<file path="src/rtl/control_pkg.sv">
// Shared definitions for the SAP-style microcode sequencer.
//   - opcode constants (upper nibble of the instruction register)
//   - control word bit positions and single-bit masks
//   - ALU flag bit positions
package control_pkg;

   localparam int CTRL_W = 16;

   typedef logic [CTRL_W-1:0] ctrl_t;

   // Control word bit positions
   localparam int CTRL_HLT = 15;
   localparam int CTRL_MI  = 14;
   localparam int CTRL_RI  = 13;
   localparam int CTRL_RO  = 12;
   localparam int CTRL_IO  = 11;
   localparam int CTRL_II  = 10;
   localparam int CTRL_AI  = 9;
   localparam int CTRL_AO  = 8;
   localparam int CTRL_EO  = 7;
   localparam int CTRL_SU  = 6;
   localparam int CTRL_BI  = 5;
   localparam int CTRL_OI  = 4;
   localparam int CTRL_CE  = 3;
   localparam int CTRL_CO  = 2;
   localparam int CTRL_J   = 1;
   localparam int CTRL_FI  = 0;

   // Single-bit masks, OR-ed together to build microwords
   localparam ctrl_t C_HLT = ctrl_t'(1 << CTRL_HLT);
   localparam ctrl_t C_MI  = ctrl_t'(1 << CTRL_MI);
   localparam ctrl_t C_RI  = ctrl_t'(1 << CTRL_RI);
   localparam ctrl_t C_RO  = ctrl_t'(1 << CTRL_RO);
   localparam ctrl_t C_IO  = ctrl_t'(1 << CTRL_IO);
   localparam ctrl_t C_II  = ctrl_t'(1 << CTRL_II);
   localparam ctrl_t C_AI  = ctrl_t'(1 << CTRL_AI);
   localparam ctrl_t C_AO  = ctrl_t'(1 << CTRL_AO);
   localparam ctrl_t C_EO  = ctrl_t'(1 << CTRL_EO);
   localparam ctrl_t C_SU  = ctrl_t'(1 << CTRL_SU);
   localparam ctrl_t C_BI  = ctrl_t'(1 << CTRL_BI);
   localparam ctrl_t C_OI  = ctrl_t'(1 << CTRL_OI);
   localparam ctrl_t C_CE  = ctrl_t'(1 << CTRL_CE);
   localparam ctrl_t C_CO  = ctrl_t'(1 << CTRL_CO);
   localparam ctrl_t C_J   = ctrl_t'(1 << CTRL_J);
   localparam ctrl_t C_FI  = ctrl_t'(1 << CTRL_FI);

   // Opcodes; 1001..1101 are unassigned and behave as NOP
   localparam logic [3:0] OP_NOP = 4'b0000;
   localparam logic [3:0] OP_LDA = 4'b0001;
   localparam logic [3:0] OP_ADD = 4'b0010;
   localparam logic [3:0] OP_SUB = 4'b0011;
   localparam logic [3:0] OP_STA = 4'b0100;
   localparam logic [3:0] OP_LDI = 4'b0101;
   localparam logic [3:0] OP_JMP = 4'b0110;
   localparam logic [3:0] OP_JC  = 4'b0111;
   localparam logic [3:0] OP_JZ  = 4'b1000;
   localparam logic [3:0] OP_OUT = 4'b1110;
   localparam logic [3:0] OP_HLT = 4'b1111;

   // ALU flags register bit positions
   localparam int FLAG_C = 1;
   localparam int FLAG_Z = 0;

endpackage

</file>
<file path="src/rtl/control_sequencer_if.sv">
// Signal bundle between the sequencer and the rest of the CPU.
//   slave  : sequencer view (consumes opcode/flags/step_en, drives control)
//   master : CPU / environment view (the mirror image)
interface control_sequencer_if;
   import control_pkg::*;

   logic [3:0] opcode;            // IR upper nibble
   logic [1:0] flag_out;          // ALU flags: [1]=carry, [0]=zero
   logic       step_en;           // advance enable
   ctrl_t      ctrl;              // active-high control word
   logic       alu_bus_enable_n;  // ~ctrl[EO]
   logic       alu_subtract;      // ctrl[SU]
   logic       flag_fi_n;         // ~ctrl[FI]
   logic [2:0] step;              // current T-state
   logic       halted;            // HLT executed

   modport slave (
      input  opcode, flag_out, step_en,
      output ctrl, alu_bus_enable_n, alu_subtract, flag_fi_n, step, halted
   );

   modport master (
      output opcode, flag_out, step_en,
      input  ctrl, alu_bus_enable_n, alu_subtract, flag_fi_n, step, halted
   );
endinterface

</file>
<file path="src/rtl/control_sequencer_microcode_rom.sv">
// Combinational microcode ROM.
//   opcode : instruction opcode
//   step   : current T-state
//   flags  : ALU flags, used to resolve JC/JZ at T2
//   word   : control word for this (opcode, step, flags); 0 for unused slots
module microcode_rom
   import control_pkg::*;
(
   input  logic [3:0] opcode,
   input  logic [2:0] step,
   input  logic [1:0] flags,
   output ctrl_t      word
);

   always_comb begin
      word = '0;
      case (step)
         3'd0: word = C_CO | C_MI;
         3'd1: word = C_RO | C_II | C_CE;
         default: begin
            case (opcode)
               OP_LDA: case (step)
                  3'd2:    word = C_IO | C_MI;
                  3'd3:    word = C_RO | C_AI;
                  default: word = '0;
               endcase
               OP_ADD: case (step)
                  3'd2:    word = C_IO | C_MI;
                  3'd3:    word = C_RO | C_BI;
                  3'd4:    word = C_EO | C_AI | C_FI;
                  default: word = '0;
               endcase
               OP_SUB: case (step)
                  3'd2:    word = C_IO | C_MI;
                  3'd3:    word = C_RO | C_BI;
                  3'd4:    word = C_EO | C_AI | C_SU | C_FI;
                  default: word = '0;
               endcase
               OP_STA: case (step)
                  3'd2:    word = C_IO | C_MI;
                  3'd3:    word = C_AO | C_RI;
                  default: word = '0;
               endcase
               OP_LDI:  word = (step == 3'd2) ? (C_IO | C_AI) : '0;
               OP_JMP:  word = (step == 3'd2) ? (C_IO | C_J) : '0;
               // Untaken conditional jumps decode to 0, which lets early-end
               // retire them right after T2.
               OP_JC:   word = (step == 3'd2 && flags[FLAG_C]) ? (C_IO | C_J) : '0;
               OP_JZ:   word = (step == 3'd2 && flags[FLAG_Z]) ? (C_IO | C_J) : '0;
               OP_OUT:  word = (step == 3'd2) ? (C_AO | C_OI) : '0;
               OP_HLT:  word = (step == 3'd2) ? C_HLT : '0;
               default: word = '0;
            endcase
         end
      endcase
   end

endmodule

</file>
<file path="src/rtl/control_sequencer.sv">
// Microcode sequencer: T-state counter, early instruction end, halt latch,
// and ALU pin polarity mapping around the microcode ROM.
//   clk, rst : clock, asynchronous active-high reset
//   bus      : opcode/flag_out/step_en in; ctrl, ALU pins, step, halted out
module control_sequencer
   import control_pkg::*;
#(
   parameter int NUM_STEPS = 5,
   parameter bit EARLY_END = 1'b1
) (
   input logic              clk,
   input logic              rst,
   control_sequencer_if.slave bus
);

   localparam logic [2:0] LAST_STEP = 3'(NUM_STEPS - 1);

   logic [2:0] step;
   logic       halted;
   ctrl_t      word;

   microcode_rom u_rom (
      .opcode (bus.opcode),
      .step   (step),
      .flags  (bus.flag_out),
      .word   (word)
   );

   always_ff @(posedge clk or posedge rst) begin
      if (rst) begin
         step   <= '0;
         halted <= 1'b0;
      end else if (bus.step_en && !halted) begin
         if (word[CTRL_HLT])
            halted <= 1'b1;              // step freezes on the HLT slot
         else if (step == LAST_STEP)
            step <= '0;
         else if (EARLY_END && step >= 3'd2 && word == '0)
            step <= '0;
         else
            step <= step + 3'd1;
      end
   end

   // Once halted, only the HLT bit survives regardless of the ROM slot.
   always_comb begin
      bus.ctrl = halted ? C_HLT : word;
   end

   assign bus.alu_bus_enable_n = ~bus.ctrl[CTRL_EO];
   assign bus.alu_subtract     = bus.ctrl[CTRL_SU];
   assign bus.flag_fi_n        = ~bus.ctrl[CTRL_FI];
   assign bus.step             = step;
   assign bus.halted           = halted;

endmodule
</file>
<file path="src/flat_wrapper.sv">
// flat-port wrapper written by rule: the top's interface ports become plain ports
module control_sequencer_flat import control_pkg::*;
#(
   parameter int NUM_STEPS = 5,
   parameter bit EARLY_END = 1'b1
)
  (clk, rst, bus_opcode, bus_flag_out, bus_step_en, bus_ctrl, bus_alu_bus_enable_n, bus_alu_subtract, bus_flag_fi_n, bus_step, bus_halted);
  control_sequencer_if bus_i ();
  input logic clk;
  input logic rst;
  input wire logic [$bits(bus_i.opcode)-1:0] bus_opcode;
  input wire logic [$bits(bus_i.flag_out)-1:0] bus_flag_out;
  input wire logic [$bits(bus_i.step_en)-1:0] bus_step_en;
  output wire logic [$bits(bus_i.ctrl)-1:0] bus_ctrl;
  output wire logic [$bits(bus_i.alu_bus_enable_n)-1:0] bus_alu_bus_enable_n;
  output wire logic [$bits(bus_i.alu_subtract)-1:0] bus_alu_subtract;
  output wire logic [$bits(bus_i.flag_fi_n)-1:0] bus_flag_fi_n;
  output wire logic [$bits(bus_i.step)-1:0] bus_step;
  output wire logic [$bits(bus_i.halted)-1:0] bus_halted;
  assign bus_i.opcode = bus_opcode;
  assign bus_i.flag_out = bus_flag_out;
  assign bus_i.step_en = bus_step_en;
  assign bus_ctrl = bus_i.ctrl;
  assign bus_alu_bus_enable_n = bus_i.alu_bus_enable_n;
  assign bus_alu_subtract = bus_i.alu_subtract;
  assign bus_flag_fi_n = bus_i.flag_fi_n;
  assign bus_step = bus_i.step;
  assign bus_halted = bus_i.halted;
  control_sequencer #(.NUM_STEPS(NUM_STEPS), .EARLY_END(EARLY_END)) u_core (.clk(clk), .rst(rst), .bus(bus_i));
endmodule
</file>
<file path="config.mk">
export PLATFORM = sky130hd
export DESIGN_NAME = control_sequencer_flat
export DESIGN_NICKNAME = d
export VERILOG_FILES = /design/src/rtl/control_pkg.sv /design/src/rtl/control_sequencer_if.sv /design/src/rtl/control_sequencer_microcode_rom.sv /design/src/rtl/control_sequencer.sv /design/src/flat_wrapper.sv
export SDC_FILE = /design/constraint.sdc
export NUM_CORES = 1
export LEC_CHECK = 0
export ABC_AREA = 1
export CORE_UTILIZATION = 41
export DETAILED_ROUTE_END_ITERATION = 10
export PLACE_DENSITY = 0.9
export SLEW_MARGIN = 10
export SYNTH_ARGS = -nofsm -noshare
export SYNTH_HDL_FRONTEND = slang
export SYNTH_HIERARCHICAL = 1
export SYNTH_SLANG_ARGS = --single-unit
</file>
<file path="constraint.sdc">
create_clock -name clk -period 1.6 [get_ports clk]
set_input_delay 0.32 -clock clk [delete_from_list [all_inputs] [get_ports clk]]
set_output_delay 0.32 -clock clk [all_outputs]
set_load 0.05 [all_outputs]
</file>
==> results of run 1 <==
-- cells in the mapped netlist --
cell,number
inv_2,4
nand2_1,28
nand3_2,1
nand3_1,12
a21oi_1,1
buf_2,1
nor2_2,4
nor3_4,1
or2_1,2
o21ai_1,2
ha_1,3
o21ai_0,4
buf_4,3
and2_1,1
nor2_1,33
inv_1,33
nand4_1,2
dfrtp_1,4
nand3b_1,1
-- cell families after synthesis --
group / share of synthesized area, %
AND/OR/NAND/NOR: 52.8
flip-flops: 13.9
buffers and inverters: 23.2
AO/OA/AOI/OAI: 4.88
adder cells (fa/ha/maj): 5.23
-- per-stage QoR --
step                      TNS [ns]  util [%]
after global placement       -8.35      91.3
after detailed placement    -10.52      91.3
after floorplan              -3.03         -
==> summary.md, run 1 <==
| Metric | Value |
|---|---|
| IO Pins | `32` |
| Area contributors post-synth | `inv_1 (17%), nor2_1 (17%), nand2_1 (15%)` |
| FP Rows | `14` |
| FF+latch count, synth | `4` |
| CTS buffer count | `3` |
| Die height | `43.9 um` |
| Die W | `43.9 um` |
| Gpl congestion | `0.839` |
| Failing step | `4_1_cts` |
| DP Worst Slack | `-0.691 ns` |
| IO Port Bufs | `31` |
| Cells after synthesis | `140` |
| Clk sinks | `4` |
| Error | `[ERROR DPL-0038] Utilization greater than 100%, impossible to legalize` |
| Hold Buf Count CTS | `0` |
| H-tree levels | `1` |
| Seq/Total Area, Yosys | `13.9%` |
| Max Root-Sink Buffers | `2` |
| Final HPWL DP | `2530 um` |
| Synth warn | `6` |
| Post-Place Cells | `196` |
| Net Count, Synth | `152` |
| Status | `stopped before the end` |
| Largest area contributor in the netlist | `inv_1` |
| Postcts setup bufs | `9` |
| Cell variety after synth | `19` |
| Placed Area | `1440 um2` |
| Post-CTS sizing | `59` |
| Post-synth top area share | `17.2%` |
| Root buffer cell | `clkbuf_4` |
| Initial Util | `45.6%` |
| Cell Area, Synth | `718 um2` |
| Avg Cell Area, Syn | `5.13 um2` |
==> run 2: changes to the inputs <==
--- a/config.mk
+++ b/config.mk
@@ -6,9 +6,10 @@
 export NUM_CORES = 1
 export LEC_CHECK = 0
 export ABC_AREA = 1
-export CORE_UTILIZATION = 41
+export CORE_AREA = 2 2 63 65
 export DETAILED_ROUTE_END_ITERATION = 10
-export PLACE_DENSITY = 0.9
+export DIE_AREA = 0 0 65 67
+export PLACE_DENSITY_LB_ADDON = 0.15
 export SLEW_MARGIN = 10
 export SYNTH_ARGS = -nofsm -noshare
 export SYNTH_HDL_FRONTEND = slang
==> run 2 against run 1 <==
Compared with the run above:
- the flow now finishes, with violations (negative setup slack)
- synthesized area did not move
- synthesized cell count did not move
==> summary.md, run 2 <==
| Metric | Value |
|---|---|
| Grt peak-use layer | `met2` |
| Status | `finished, violations left (was stopped before the end)` |
| Root buffer cell | `clkbuf_8 (was clkbuf_4)` |
| Most flop-heavy register | `u_core/bus.step` |
| Power Total | `0.000377 W` |
| Min-delay worst type | `in -> async` |
| Routing usage on met3 | `1.69%` |
| Net Count, Synth | `152 (unchanged)` |
| RSZ-0062 raised after global routing | `yes` |
| Cells after synthesis | `140 (unchanged)` |
| Worst-path cell chain | `inv_2 > buf_4 > nor3_4 > nand3_2 > nand3b_1 > inv_1 > nor2_4 > buf_12` |
| Largest area contributor in the netlist | `inv_1 (unchanged)` |
| Setup_tns | `-3.63 ns` |
| Post-synth top area share | `17.2% (unchanged)` |
| FP Rows | `22 (was 14)` |
| Final Skew | `0.00346 ns` |
| Clock-pin slew on the worst setup and hold paths | `0.03 ns` |
| CORE AREA | `3610 um2` |
| Slew Limit Fails | `0` |
| Max_cap viols | `0` |
| DR WL/cell | `10.0 um` |
| Ant diodes | `0` |
| Endpoints failing setup | `22` |
| IO Pins | `32 (unchanged)` |
| Crit path buf inv count | `4` |
| Synth-to-Final Area Change | `123%` |
| Max stage delay cell, worst path | `dfrtp_2` |
| Kind of critical path | `reg -> out` |
| Top Registers | `u_core/bus.step x3, u_core/bus.halted x1` |
| DRT antenna net count | `0` |
| Arrival time of the worst setup path | `1.53 ns` |
| Peak supply drop | `0.000397 V` |
| DIE AREA | `4360 um2` |
| Setup crit start kind | `flip-flop` |
| Worst-Margin Slew | `0.221 ns` |
| CTS buffer count | `3 (unchanged)` |
| Max FO, Critical Path | `3` |
| Vias in the first global route | `905` |
| CTS tree | `built` |
| Commonest cells after routing, fill and taps aside | `buf_12 (23), nand2_1 (23), inv_2 (19)` |
| Routed via count | `948` |
| Max Clk Rate | `541 MHz` |
| Pleak | `0.745 nW` |
| Xor/xnor cell area share of the yosys netlist | `0% (unchanged)` |
| First-pass GRT wire length | `3680 um` |
| Die height | `67 um (was 43.9 um)` |
| H-tree levels | `1 (unchanged)` |
| Die W | `65 um (was 43.9 um)` |
| FF+latch count, synth | `4 (unchanged)` |
| GR Util met1 | `11.4%` |
| Synth warn | `6 (unchanged)` |
| Final net count | `197` |
| Share of layout cells above drive strength 1 | `57.4%` |
| Clk sinks | `4 (unchanged)` |
| Post-synth EDFFs | `0 (unchanged)` |
| Gpl congestion | `0.789 (was 0.839)` |
| DP Worst Slack | `-0.537 ns (was -0.691 ns)` |
| Simple-gate portion of the synthesized area | `52.8% (unchanged)` |
| Tot GR Track Use | `10.7%` |
| Fin area | `1600 um2` |
| Async SR Flop Fraction | `100% (unchanged)` |
| Post-Synth Adder-Cell Area | `5.23% (unchanged)` |
| Skew-Pair Late Insertion Delay | `0.22 ns` |
| Setup WS post-layout | `-0.248 ns` |
| Mux cell area share after synthesis | `0% (unchanged)` |
| Largest net degree at the start of global routing | `13` |
| Cell variety after synth | `19 (unchanged)` |
| IO Port Bufs | `31 (unchanged)` |
| Placed Area | `1480 um2 (was 1440 um2)` |
| CP delay by family, top | `simple AND/OR/NAND/NOR gates` |
| Largest family of logic cells by synthesized area | `simple AND/OR/NAND/NOR gates (unchanged)` |
| Pwr Density | `235 nW/um2` |
| Final HPWL DP | `1980 um (was 2530 um)` |
| Failing checks | `negative setup slack` |
| Area contributors post-synth | `inv_1 (17%), nor2_1 (17%), nand2_1 (15%) (unchanged)` |
| Largest register FFs | `3` |
| Tcrit/Tclk final | `116%` |
| Worst Setup End Kind | `output pin` |
| Vias per cell | `4.10` |
| Crit. Startpoint | `u_core/bus.step[0]` |
| Largest stage delay, worst path | `0.35 ns` |
| Worst EP required | `1.28 ns` |
| Max_slew headroom | `85.2%` |
| Initial Util | `19.9% (was 45.6%)` |
| Global route overflow | `0` |
| M2 GR Usage | `20.9%` |
| Drt total wl | `2320 um` |
| Post-synthesis compound-gate area fraction | `4.88% (unchanged)` |
| Max Root-Sink Buffers | `2 (unchanged)` |
| Drt drc | `0` |
| Seq/Total Area, Yosys | `13.9% (unchanged)` |
| Most instantiated cells after synthesis | `inv_1 (33), nor2_1 (33), nand2_1 (28) (unchanged)` |
| Min Tclk post-route | `1.85 ns` |
| Avg Cell Area, Syn | `5.13 um2 (unchanged)` |
| DR iter-0 viols | `27` |
| Initial antenna violation count | `0` |
| Top FF cell, synth | `dfrtp_1 (unchanged)` |
| Cell Area, Synth | `718 um2 (unchanged)` |
| DRT Pass-1 Iters | `4` |
| Final Hold Viols | `0` |
| RR Startpoint | `u_core/bus.step[1]` |
[run 2: cell counts after synthesis]
No cell type changed its count.
[run 2: path summary, 6_finish.rpt]
check                                           to  slack [ns]  cells past startpoint
worst max-delay path                  bus_ctrl[12]       -0.25                      8
worst min-delay path            u_core/bus.step[1]        0.28                      2
worst max register to register  u_core/bus.step[2]       -0.06                     12
worst min register to register   u_core/bus.halted        0.71                      2
max in group asynchronous        u_core/bus.halted        1.15                      2
min in group clk                 u_core/bus.halted        0.56                      5
[run 2: cell type report]
cell class | count | area [um2]
clock buffers | 3 | 41.3
fillers | 354 | 2000
inverters | 37 | 146
multi-input cells | 95 | 621
flip-flops and latches | 4 | 105
well taps | 48 | 60.1
repair buffers | 44 | 631
[run 2: report_power, final]
group          internal (W)  leakage [nW]  switching (W)
logic             0.0000252         0.689      0.0000321
registers          0.000102        0.0337              0
clock network      0.000161        0.0216      0.0000573
total              0.000288         0.745      0.0000893
[run 2: cells by family (layout without fill, tap and decap cells)]
logic type	after synthesis	count (layout)
AOI/OAI and AO/OA	7	7
and+or+nand+nor	85	85
adders and majority gates	3	3
DFF	4	4
buffers and inverters	41	84
[run 2: layer usage]
metal | up-vias | wire [um]
met4 | 0 | 0
met1 | 433 | 941
met3 | 0 | 100
li1 | 495 | -
met5 | - | 0
met2 | 20 | 1280
[run 2: through the flow]
stage                     hold WS, ns  std cells  utilization (%)
final                           0.280        231             44.5
after global routing            0.292        231             44.5
after CTS                       0.280        231             43.9
after detailed placement        0.517        226             41.0
after global placement          0.522        226             41.0
after floorplan                0.0861        140                -
[run 2: repair_timing]
| action | CTS | global route |
|---|---|---|
| gates resized for setup | 32 | 23 |
| pin swaps | 8 | 16 |
| cloned | 0 | 0 |
| buffers inserted | 2 | 0 |
| endpoints found under the setup margin | 22 | 22 |
| hold buffers | 0 | 0 |
No activity file was read; power rests on OpenSTA's default activity.
==> run 3: changes to the inputs <==
--- a/config.mk
+++ b/config.mk
@@ -9,6 +9,7 @@
 export CORE_AREA = 2 2 63 65
 export DETAILED_ROUTE_END_ITERATION = 10
 export DIE_AREA = 0 0 65 67
+export GPL_TIMING_DRIVEN = 0
 export PLACE_DENSITY_LB_ADDON = 0.15
 export SLEW_MARGIN = 10
 export SYNTH_ARGS = -nofsm -noshare
==> run 3 against run 2 <==
Compared with the run above:
- the run still ends with negative setup slack left
- cell area fell by 4.5%
- sequential cell count did not move
- global-route usage rose by 1.5 points
- first-iteration DRC count rose by 7.4%
- clock power fell by 4%
- die area did not move
- register-to-register slack got worse by 0.06 ns
- critical path type unchanged
==> summary.md, run 3 (synthesis gave the netlist of run 2 again) <==
| Metric | Value |
|---|---|
| Sequential share of power | `27.9% (was 27.0%)` |
| Worst EP required | `1.28 ns (about the same)` |
| CP delay by family, top | `simple AND/OR/NAND/NOR gates (unchanged)` |
| Setup crit start kind | `flip-flop (unchanged)` |
| Final Skew | `0.00254 ns (was 0.00346 ns)` |
| DRT antenna net count | `0 (unchanged)` |
| P_int | `0.000283 W (was 0.000288 W)` |
| H-tree levels | `1 (unchanged)` |
| Max FO, Critical Path | `4 (was 3)` |
| CORE AREA | `3610 um2 (unchanged)` |
| Max_cap viols | `0 (unchanged)` |
| Initial Util | `19.9% (unchanged)` |
| Worst-Margin Slew | `0.488 ns (was 0.221 ns)` |
| Min-delay worst type | `in -> async (unchanged)` |
| Arrival time of the worst setup path | `1.58 ns (was 1.53 ns)` |
| IO Port Bufs | `31 (unchanged)` |
| Tcrit/Tclk final | `119% (was 116%)` |
| DR iter-0 viols | `29 (was 27)` |
| Peak supply drop | `0.000372 V (was 0.000397 V)` |
| Power Total | `0.000365 W (was 0.000377 W)` |
| Routed via count | `1019 (was 948)` |
| Final HPWL DP | `1830 um (was 1980 um)` |
| DR WL/cell | `10.6 um (was 10.0 um)` |
| Placed Area | `1200 um2 (was 1480 um2)` |
| Clk pwr share | `57.3% (was 57.8%)` |
| Failing checks | `negative setup slack (unchanged)` |
| Synth-to-Final Area Change | `113% (was 123%)` |
| CTS tree | `built (unchanged)` |
| Clock-pin slew on the worst setup and hold paths | `0.03 ns (about the same)` |
| Max Clk Rate | `526 MHz (was 541 MHz)` |
| First-pass GRT wire length | `4200 um (was 3680 um)` |
| Hold Buf Count CTS | `0 (unchanged)` |
| Die W | `65 um (unchanged)` |
| Root buffer cell | `clkbuf_8 (unchanged)` |
| Final Hold Viols | `0 (unchanged)` |
| DIE AREA | `4360 um2 (unchanged)` |
| Switch share | `22.6% (was 23.7%)` |
| Most flop-heavy register | `u_core/bus.step (unchanged)` |
| DP Worst Slack | `-1.29 ns (was -0.537 ns)` |
| Share of layout cells above drive strength 1 | `64.9% (was 57.4%)` |
| Slew Limit Fails | `0 (unchanged)` |
| Setup WS post-layout | `-0.301 ns (was -0.248 ns)` |
| Tot GR Track Use | `12.1% (was 10.7%)` |
| Initial antenna violation count | `0 (unchanged)` |
| # fillers | `394 (was 354)` |
| Final net count | `205 (was 197)` |
| Largest register FFs | `3 (unchanged)` |
| Pleak | `0.722 nW (was 0.745 nW)` |
| IO Pins | `32 (unchanged)` |
| Vias per cell | `4.26 (was 4.10)` |
| FP Rows | `22 (unchanged)` |
| Status | `finished, violations left (unchanged)` |
| Gate power share | `14.8% (was 15.2%)` |
| Die height | `67 um (unchanged)` |
| Gpl congestion | `0.756 (was 0.789)` |
| Drt drc | `0 (unchanged)` |
| Vias in the first global route | `1012 (was 905)` |
| Largest net degree at the start of global routing | `11 (was 13)` |
| Global route overflow | `0 (unchanged)` |
| Net Switching | `0.0000827 W (was 0.0000893 W)` |
| Crit path buf inv count | `4 (unchanged)` |
| Ant diodes | `0 (unchanged)` |
| Kind of critical path | `reg -> out (unchanged)` |
| CTS buffer count | `3 (unchanged)` |
| Worst-path cell chain | `inv_4 > buf_6 > nor3_4 > nand3_2 > nand3b_1 > inv_2 > nor2_4 > buf_8 (was inv_2 > buf_4 > nor3_4 > nand3_2 > nand3b_1 > inv_1 > nor2_4 > buf_12)` |
| Drt total wl | `2520 um (was 2320 um)` |
| Post-Place Cells | `219 (was 226)` |
| Top Registers | `u_core/bus.step x3, u_core/bus.halted x1 (unchanged)` |
| Max stage delay cell, worst path | `dfrtp_2 (unchanged)` |
| Fin area | `1530 um2 (was 1600 um2)` |
| Worst Setup End Kind | `output pin (unchanged)` |
| Endpoints failing setup | `22 (unchanged)` |
| Skew-Pair Late Insertion Delay | `0.21 ns (was 0.22 ns)` |
| Commonest non-fill, non-tap cell in the layout | `nand2_1` |
| Clk sinks | `4 (unchanged)` |
| DRT Pass-1 Iters | `4 (unchanged)` |
| RSZ-0062 raised after global routing | `yes (unchanged)` |
| Max Root-Sink Buffers | `2 (unchanged)` |
| Commonest cells after routing, fill and taps aside | `nand2_1 (20), buf_4 (19), inv_2 (18) (was buf_12 (23), nand2_1 (23), inv_2 (19))` |
| Max_slew headroom | `67.6% (was 85.2%)` |
| Pwr Density | `239 nW/um2 (was 235 nW/um2)` |
| Largest stage delay, worst path | `0.38 ns (was 0.35 ns)` |
| Min Tclk post-route | `1.90 ns (was 1.85 ns)` |
| Non-Filler Instances | `239 (was 231)` |
run 3: cell types whose count changed in the layout (fill, tap and decap cells not counted), moves of 4 or more:
| cell | previous run | this run |
|---|---|---|
| nand3_1 | 7 | 2 |
| nand3_2 | 5 | 10 |
| buf_6 | 2 | 15 |
| buf_8 | 1 | 7 |
| buf_12 | 23 | 0 |
| buf_4 | 10 | 19 |
| nor2_4 | 9 | 13 |
run 3: stage by stage:
stage,setup TNS [ns],hold WS [ns],util [%]
after detailed placement,-21.82,0.512,33.2
after global routing,-5.81,0.290,42.5
final,-4.00,0.285,42.5
after CTS,-3.31,0.284,40.5
after floorplan,-3.03,0.0861,-
after global placement,-21.61,0.513,33.2
run 3: power groups by stage:
| stage | Clock, W | Sequential [W] | Combinational [W] |
|---|---|---|---|
| floorplan | 0 | 0.000103 | 0.0000201 |
| global placement | 0 | 0.000103 | 0.0000500 |
| detailed placement | 0 | 0.000103 | 0.0000505 |
| CTS | 0.000217 | 0.000102 | 0.0000541 |
| global route | 0.000225 | 0.000102 | 0.0000604 |
| finish | 0.000209 | 0.000102 | 0.0000542 |
run 3: path summary, 6_finish.rpt:
kind	startpoint	end	slack, ns	cells past startpoint
setup / recovery	u_core/bus.step[0]	bus_ctrl[12]	-0.30	8
hold / removal	rst	u_core/bus.step[0]	0.28	2
setup reg to reg	u_core/bus.step[0]	u_core/bus.step[2]	-0.12	12
hold reg to reg	u_core/bus.halted	u_core/bus.halted	0.72	2
max in group asynchronous	rst	u_core/bus.step[2]	1.15	2
min in group clk	bus_opcode[0]	u_core/bus.halted	0.56	5
run 3: layout make-up:
| class | instances | area, um2 | share of cell area [%] |
|---|---|---|---|
| tap | 48 | 60.1 | 3.92 |
| buffer | 4 | 37.5 | 2.45 |
| sequential | 4 | 105 | 6.86 |
| clock buffer | 3 | 41.3 | 2.70 |
| timing repair buffer | 48 | 455 | 29.7 |
| multi-input combinational | 95 | 681 | 44.4 |
| inverter | 37 | 151 | 9.89 |
run 3: metal layers:
layer  GRT usage [%]  part of all wire (%)  up-vias
li1                -                     -      513
met1            13.6                    41      471
met2            23.5                    54       29
met3            2.36                   3.4        6
met4            2.66                   2.1        0
met5               0                     0        -
run 3: repair_timing:
item                                    4_1_cts  5_1_grt
pin swaps                                    26       16
buffers inserted                             13        4
gates resized for setup                     195       28
endpoints found under the setup margin       26       23
==> run 4: changes to the inputs <==
--- a/config.mk
+++ b/config.mk
@@ -14,5 +14,4 @@
 export SLEW_MARGIN = 10
 export SYNTH_ARGS = -nofsm -noshare
 export SYNTH_HDL_FRONTEND = slang
-export SYNTH_HIERARCHICAL = 1
 export SYNTH_SLANG_ARGS = --single-unit
==> run 4 against run 3 <==
Compared with the run above:
- the flow still finishes with violations (negative setup slack)
- global-route usage decreased by 0.83 points
- first-iteration DRC count decreased by 66%
- synthesized cell count decreased by 13%
- critical path depth unchanged
- register-to-register slack got worse by 0.07 ns
- largest cell class unchanged
- largest power group unchanged
==> summary.md, run 4 <==
| Metric | Value |
|---|---|
| Most flop-heavy register | `u_core.bus.step (was u_core/bus.step)` |
| Post-Synth Adder-Cell Area | `8.83% (was 5.23%)` |
| Pleak | `0.705 nW (was 0.722 nW)` |
| Setup crit start kind | `flip-flop (unchanged)` |
| First-pass GRT wire length | `3880 um (was 4200 um)` |
| Worst-Margin Slew | `0.486 ns (was 0.488 ns)` |
| Endpoints failing setup | `22 (unchanged)` |
| Share of layout cells above drive strength 1 | `65.9% (was 64.9%)` |
| Mux cell area share after synthesis | `0% (unchanged)` |
| Vias in the first global route | `864 (was 1012)` |
| Xor/xnor cell area share of the yosys netlist | `0% (unchanged)` |
| RR Startpoint | `u_core.bus.step[1] (was u_core/bus.step[0])` |
| Power Total | `0.000375 W (was 0.000365 W)` |
| Final Skew | `0.00456 ns (was 0.00254 ns)` |
| Initial Util | `19.6% (was 19.9%)` |
| Gpl congestion | `0.766 (was 0.756)` |
| Post-Place Cells | `200 (was 219)` |
| Largest family of logic cells by synthesized area | `simple AND/OR/NAND/NOR gates (unchanged)` |
| Synth-to-Final Area Change | `129% (was 113%)` |
| Drt drc | `0 (unchanged)` |
| Arrival time of the worst setup path | `1.67 ns (was 1.58 ns)` |
| FF+latch count, synth | `4 (unchanged)` |
| H-tree levels | `1 (unchanged)` |
| IO Port Bufs | `30 (was 31)` |
| Status | `finished, violations left (unchanged)` |
| Post-synth EDFFs | `0 (unchanged)` |
| Peak supply drop | `0.000268 V (was 0.000372 V)` |
| Drt total wl | `2460 um (was 2520 um)` |
| Post-synth top area share | `15.9% (was 17.2%)` |
| Non-Filler Instances | `221 (was 239)` |
| Most instantiated cells after synthesis | `nand2_1 (30), nor2_1 (17), inv_1 (16) (was inv_1 (33), nor2_1 (33), nand2_1 (28))` |
| Seq/Total Area, Yosys | `14.1% (was 13.9%)` |
| Min Tclk post-route | `1.99 ns (was 1.90 ns)` |
| Top FF cell, synth | `dfrtp_1 (unchanged)` |
| Max_slew headroom | `67.7% (was 67.6%)` |
| Clock-pin slew on the worst setup and hold paths | `0.03 ns (about the same)` |
| Vias per cell | `4.21 (was 4.26)` |
| Min-delay worst type | `in -> async (unchanged)` |
| Routed via count | `930 (was 1019)` |
| Top Registers | `u_core.bus.step x3, u_core.bus.halted x1 (was u_core/bus.step x3, u_core/bus.halted x1)` |
| Root buffer cell | `clkbuf_8 (unchanged)` |
| Reg-to-reg endpoint | `u_core.bus.step[0] (was u_core/bus.step[2])` |
| DR iter-0 viols | `10 (was 29)` |
| Largest register FFs | `3 (unchanged)` |
| Gate power share | `17.3% (was 14.8%)` |
| P_int | `0.000285 W (was 0.000283 W)` |
| Path depth of the worst reg2reg path | `11 (was 12)` |
| DP Worst Slack | `-1.36 ns (was -1.29 ns)` |
| Final Hold Viols | `0 (unchanged)` |
| DRT antenna net count | `0 (unchanged)` |
| Pwr Density | `232 nW/um2 (was 239 nW/um2)` |
| DR WL/cell | `11.1 um (was 10.6 um)` |
| Post-synthesis compound-gate area fraction | `6.36% (was 4.88%)` |
| Slew Limit Fails | `0 (unchanged)` |
| Final HPWL DP | `1730 um (was 1830 um)` |
| CTS buffer count | `3 (unchanged)` |
| Hold Buf Count CTS | `0 (unchanged)` |
| Cells after synthesis | `122 (was 140)` |
| Kind of critical path | `reg -> out (unchanged)` |
| Max Root-Sink Buffers | `2 (unchanged)` |
| Ant diodes | `0 (unchanged)` |
| Skew-Pair Late Insertion Delay | `0.21 ns (about the same)` |
| Global route overflow | `0 (unchanged)` |
| CTS tree | `built (unchanged)` |
| Largest net degree at the start of global routing | `11 (unchanged)` |
| Die height | `67 um (unchanged)` |
| Setup WS post-layout | `-0.388 ns (was -0.301 ns)` |
| Avg Cell Area, Syn | `5.80 um2 (was 5.13 um2)` |
| Tcrit/Tclk final | `124% (was 119%)` |
| Clk sinks | `4 (unchanged)` |
| Largest area contributor in the netlist | `nand2_1 (was inv_1)` |
| Area contributors post-synth | `nand2_1 (16%), dfrtp_1 (14%), nor2_1 (9.0%) (was inv_1 (17%), nor2_1 (17%), nand2_1 (15%))` |
| Final Core Density | `44.9% (was 42.5%)` |
| Clk pwr share | `55.5% (was 57.3%)` |
| Commonest cells after routing, fill and taps aside | `nand2_1 (25), buf_4 (19), buf_6 (14) (was nand2_1 (20), buf_4 (19), inv_2 (18))` |
| RSZ-0062 raised after global routing | `yes (unchanged)` |
| # fillers | `350 (was 394)` |
| Top-count cell post-synth | `nand2_1` |
| DIE AREA | `4360 um2 (unchanged)` |
| Simple-gate portion of the synthesized area | `53.7% (was 52.8%)` |
| Setup slack, reg-to-reg | `-0.19 ns (was -0.12 ns)` |
| Worst Setup End Kind | `output pin (unchanged)` |
| Sequential share of power | `27.2% (was 27.9%)` |
| Max_cap viols | `0 (unchanged)` |
| Tot GR Track Use | `11.3% (was 12.1%)` |
| CORE AREA | `3610 um2 (unchanged)` |
| Synth warn | `0 (was 6)` |
| DRT Pass-1 Iters | `4 (unchanged)` |
| Failing checks | `negative setup slack (unchanged)` |
| Die W | `65 um (unchanged)` |
| Final net count | `189 (was 205)` |
| Commonest non-fill, non-tap cell in the layout | `nand2_1 (unchanged)` |
| Switch share | `24.0% (was 22.6%)` |
| FP Rows | `22 (unchanged)` |
| Net Switching | `0.0000900 W (was 0.0000827 W)` |
| Cell Area, Synth | `708 um2 (was 718 um2)` |
| Setup_tns | `-5.51 ns (was -4.00 ns)` |
| Async SR Flop Fraction | `100% (unchanged)` |
| IO Pins | `32 (unchanged)` |
| Max FO, Critical Path | `6 (was 4)` |
| Worst EP required | `1.28 ns (about the same)` |
| Net Count, Synth | `136 (was 152)` |
| Cell variety after synth | `24 (was 19)` |
| Max Clk Rate | `503 MHz (was 526 MHz)` |
| Initial antenna violation count | `0 (unchanged)` |
==> run 4: cell count changes in the layout (fill, tap and decap cells not counted), sizes merged, moves of 3 or more <==
| cell | before | now |
|---|---|---|
| inv | 35 | 19 |
| nor2 | 37 | 23 |
| nand2 | 28 | 34 |
| o21ai | 6 | 1 |
| a21oi | 1 | 5 |
| clkdlybuf4s15 | 0 | 3 |
==> run 4: worst max-delay path, stage by stage, from the launching register on <==
cell	delay, ns
dfrtp_2	0.47
inv_4	0.12
ha_4	0.18
nand2_4	0.06
nand3_2	0.06
nand4_1	0.14
buf_4	0.20
nor2_4	0.08
buf_8	0.15
==> run 4: stage by stage <==
step,hold WS (ns),area (um2)
2_1_floorplan,0.0861,852
3_3_place_gp,0.511,1210
3_5_place_dp,0.519,1210
4_1_cts,0.298,1490
5_1_grt,0.308,1620
6_report,0.295,1620
==> run 4: worst max-delay path by stage <==
stage	start	depth (start not counted)	to	slack [ns]
after floorplan	u_core.bus.step[1]	6	bus_flag_fi_n	-0.65
after global placement	bus_opcode[1]	8	bus_ctrl[12]	-1.36
after detailed placement	bus_opcode[1]	8	bus_ctrl[12]	-1.36
after CTS	u_core.bus.step[1]	8	bus_ctrl[5]	-0.37
after global routing	u_core.bus.step[1]	8	bus_ctrl[5]	-0.44
final	u_core.bus.step[1]	8	bus_ctrl[5]	-0.39
==> run 4: final cells by class <==
type,count,area [um2],share of cell area [%]
flip-flops and latches,4,105,6.49
multi-input cells,91,786,48.5
clock buffers,3,41.3,2.55
repair buffers,48,477,29.4
inverters,21,96.3,5.95
plain buffers,6,53.8,3.32
well taps,48,60.1,3.71
==> run 4: power by group through the flow <==
stage	registers, W	clock network (W)	logic (W)
global placement	0.000103	0	0.0000556
detailed placement	0.000103	0	0.0000560
finish	0.000102	0.000208	0.0000649
floorplan	0.000103	0	0.0000279
global route	0.000102	0.000218	0.0000712
CTS	0.000102	0.000208	0.0000617
==> run 4: logic make-up after synthesis <==
logic type,count (synthesis)
and+or+nand+nor,78
adders and majority gates,5
AOI/OAI and AO/OA,8
DFF,4
buffers and inverters,27
==> run 4: metal layers <==
layer / track usage (%) / share of wire, %
met4: 3.19 / 0
met5: 0 / 0
met3: 1.52 / 2.8
met1: 14.0 / 44
met2: 20.4 / 53
==> run 4: repair_timing <==
action	in CTS	in global routing
endpoints found under the hold margin	0	0
setup endpoints to repair	26	24
pin swaps	12	3
setup buffers	10	8
gates resized for setup	177	28
